===== config.mk =====
export PLATFORM = sky130hd
export DESIGN_NAME = countdown_timer
export DESIGN_NICKNAME = d
export VERILOG_FILES = /design/src/rtl/countdown_timer.sv
export SDC_FILE = /design/constraint.sdc
export NUM_CORES = 1
export LEC_CHECK = 0
export CAP_MARGIN = 20
export CORE_AREA = 2 2 39 41
export CTS_BUF_LIST = sky130_fd_sc_hd__clkbuf_8 sky130_fd_sc_hd__clkbuf_16
export CTS_CLUSTER_DIAMETER = 100
export DETAILED_ROUTE_END_ITERATION = 10
export DIE_AREA = 0 0 41 43
export PLACE_DENSITY = 0.7
export SYNTH_ARGS = -nofsm -noshare
export SYNTH_HDL_FRONTEND = slang
export SYNTH_SLANG_ARGS = --single-unit
export TNS_END_PERCENT = 50

===== constraint.sdc =====
create_clock -name Clock -period 1.85 [get_ports Clock]
set_input_delay 0.37 -clock Clock [delete_from_list [all_inputs] [get_ports Clock]]
set_output_delay 0.37 -clock Clock [all_outputs]
set_load 0.05 [all_outputs]

===== src/rtl/countdown_timer.sv =====
// countdown_timer: loadable down-counter with one-shot/periodic reload and terminal-count pulse
module countdown_timer #(
    parameter int WIDTH = 3
) (
    input  logic             Clock,
    input  logic             reset,
    input  logic             load,
    input  logic [WIDTH-1:0] load_value,
    input  logic             enable,
    input  logic             auto_reload,
    output logic [WIDTH-1:0] count,
    output logic             running,
    output logic             done
);
    typedef enum logic [1:0] {IDLE, RUN, DONE} state_t;
    state_t           state, state_n;
    logic [WIDTH-1:0] reload_reg, reload_n, count_n;
    logic             done_n;
    // registered state, counter, reload value and done pulse
    always_ff @(posedge Clock) begin
        if (reset) begin
            state      <= IDLE;
            count      <= '0;
            reload_reg <= '0;
            done       <= 1'b0;
        end else begin
            state      <= state_n;
            count      <= count_n;
            reload_reg <= reload_n;
            done       <= done_n;
        end
    end
    // next-state: load beats counting; a zero count in RUN either reloads or finishes
    always_comb begin
        state_n  = state;
        count_n  = count;
        reload_n = reload_reg;
        done_n   = 1'b0;
        if (load) begin
            count_n  = load_value;
            reload_n = load_value;
            state_n  = (load_value != '0) ? RUN : IDLE;
        end else if (state == RUN) begin
            if (count == '0 && !auto_reload) begin
                state_n = DONE;
            end else if (enable) begin
                if (count == WIDTH'(1)) begin
                    count_n = '0;
                    done_n  = 1'b1;
                    state_n = auto_reload ? RUN : DONE;
                end else begin
                    count_n = (count == '0) ? reload_reg : count - WIDTH'(1);
                end
            end
        end
    end
    assign running = (state == RUN);
endmodule


==> impl_metrics.py <==
metrics = {
    "sta": {
        "post-route-period-util": 0.935,
        "tightest_slew_ns": 0.494,
        "clock_skew_ns": 0.00284,
        "setup_viol": 0,
        "fmax_mhz": 578,
        "layout_min_cycle_time_ns": 1.73,
        "final-hold-violation-count": 0,
        "report.final.slew_viol_count": 0,
        "relSlewSlack": 0.670,
        "rsz0062_at_grt": "false",
        "hold_slack_ns": 0.474,
        "setup_slack_ns": 0.120,
        "fin_setup_tns_ns": 0,
    },
    "placed_design": {
        "gp_congestion": 0.766,
        "dp_slack_ns": 0.218,
        "port-buffer-count": 12,
        "dp.final_hpwl_um": 847,
    },
    "setup_path": {
        "worst-r2r-cell-count": 6,
        "cpMaxStageDelayCell": "clkdlybuf4s50_1",
        "critical_path_class": "reg -> out",
        "r2r_start": "count[0]",
        "reg2reg_slack_ns": 0.24,
        "crit_fanout": 3,
        "cpLargestDelayFamily": "buffers and inverters",
        "cp-end-kind": "output port",
        "startpoint_type": "register",
        "worstPathCellList": "clkdlybuf4s50_1",
        "reg2reg_to": "count[2]",
        "cp.arrival_ns": 1.36,
        "max_stage_delay_ns": 0.79,
        "critical_path_buf_inv_count": 1,
        "cp_data_required_time_ns": 1.48,
        "path_depth": 1,
    },
    "power_and_ir_drop": {
        "peakVddDrop_v": 0.000548,
        "leakagePower_nw": 0.279,
        "power.density_nw_per_um2": 811,
        "p_total_w": 0.000579,
    },
    "synth": {
        "syn_area_sq_um": 512,
        "synth_area_leader_cell": "dfxtp_1",
        "syn_nets": 72,
        "yosysSeqAreaShare": 0.352,
        "yosysWarnings": 0,
        "synth_cell_type_count": 24,
        "synth.avg_cell_area_sq_um": 8.39,
        "synth.area.top_cells": "dfxtp_1, ha_1, a21oi_1",
        "synth_top_area_frac": 0.352,
        "synthCells": 61,
        "ys_ff_latch": 9,
    },
    "cells_and_area": {
        "syn_to_final_growth_pct": 39.4,
        "nets": 89,
        "diodes": 0,
        "drive_gt1_frac": 0.117,
    },
    "routing": {
        "met3_wirelength_um": 53,
        "drt-pass1-iter-count": 4,
        "drtIter0Drc": 3,
        "wl_mm": 1.13,
        "dr_total_vias": 492,
        "drc": 0,
        "routed.top_layer": "met4",
        "wl_met1_um": 478,
        "wl_met2_um": 568,
        "vias_per_cell": 5.29,
        "wl_per_cell_um": 12.2,
        "drtAntennaViolNets": 0,
    },
    "cts": {
        "clk_latency_ns": 0.24,
        "cts_root_buffer": "clkbuf_8",
        "clk_path_buf_depth": 2,
        "h-tree-depth": 1,
        "clkSlewWorstSetupHoldPaths_ns": 0.05,
        "cts_sinks": 9,
        "cts_made_buffers": 3,
        "cts_resized": 0,
        "cts_tree": "built",
        "cts_hold_buf": 0,
        "post-cts-setup-buffers": 0,
    },
    "hold_path": {
        "hold_path_depth": 2,
        "hold_class": "reg -> reg",
        "worstHoldStart": "reload_reg[1]",
        "hold_end": "reload_reg[1]",
    },
    "floorplanning": {
        "core.rowCount": 14,
        "die_height_um": 43,
        "dieArea_sq_um": 1760,
        "die_w_um": 41,
        "start_util": 0.370,
        "core_area_sq_um": 1380,
        "io_pins": 13,
    },
    "global_route": {
        "grt-ovfl-total": 0,
        "grtUsageTotal": 0.177,
        "grt_pass1_vias": 454,
        "grt_max_degree": 13,
        "grt_pass1_wl_mm": 2.02,
        "antenna_found_initial": 0,
    },
    "run_status": {
        "status": "complete, no violations",
    },
    "job": {
        "cap_violations": 0,
    },
}
-- cell usage in the layout (no fill, tap or decap), types with 2 or more instances in the layout --
cell type,instances
buf_4,3
nand2b_1,2
clkdlybuf4s50_1,10
clkbuf_8,3
nor2_1,7
nand2_1,3
o31ai_1,2
mux2i_1,2
inv_1,8
dfxtp_1,8
a21oi_1,7
ha_1,3
nor3_1,4
-- worst max-delay path by stage --
stage | slack (ns) | startpoint | to
6_report | 0.12 | count[0] | count[0]
3_3_place_gp | 0.24 | auto_reload | count[2]
2_1_floorplan | 0.03 | count[1] | count[2]
3_5_place_dp | 0.22 | auto_reload | count[2]
4_1_cts | 0.11 | count[0] | count[0]
5_1_grt | 0.07 | count[0] | count[0]
-- power breakdown --
group	total, W	internal [W]	leakage [nW]	switching, W
clock network	0.000228	0.000145	0.0269	0.0000835
registers	0.000214	0.000205	0.0743	0.00000863
logic	0.000136	0.0000606	0.178	0.0000756
-- stage by stage --
stage                     cells  area [sq um]  utilization
final                        93           713        0.515
after global routing         93           713        0.515
after CTS                    93           713        0.515
after detailed placement     89           668        0.483
after global placement       89           668        0.483
after floorplan              61           513            -
-- cell usage after synthesis (all sizes together) --
cell type and count:
o41ai 1, nor4 1, nand2 3, mux2i 2, nor4b 1, or4 1, clkbuf 2, nor2 7
o22a 1, inv 7, a311oi 1, a21oi 7, and2 1, o31ai 2, o31a 1, a31oi 1
nor3 4, dfxtp 9, and2b 1, o21bai 1, o311ai 2, nand2b 2, ha 3
-- cell families after synthesis --
group / synth area share
AO/OA/AOI/OAI: 0.262
adder cells (fa/ha/maj): 0.0734
buffers and inverters: 0.0660
flip-flops: 0.352
multiplexers: 0.0391
AND/OR/NAND/NOR: 0.208
-- routing by layer --
| layer | up-vias | track usage |
|---|---|---|
| met4 | 0 | 0.100 |
| met5 | - | 0 |
| met1 | 227 | 0.216 |
| li1 | 250 | - |
| met2 | 11 | 0.238 |
| met3 | 4 | 0.0942 |
-- cell type report --
cell class	instances	area [sq um]
inverter	7	26.3
clock buffer	3	41.3
timing repair buffer	14	143
multi-input combinational	43	298
sequential	9	181
clock inverter	1	3.75
fill	141	671
tap	16	20.0
Power figures use the tool's default switching activity.
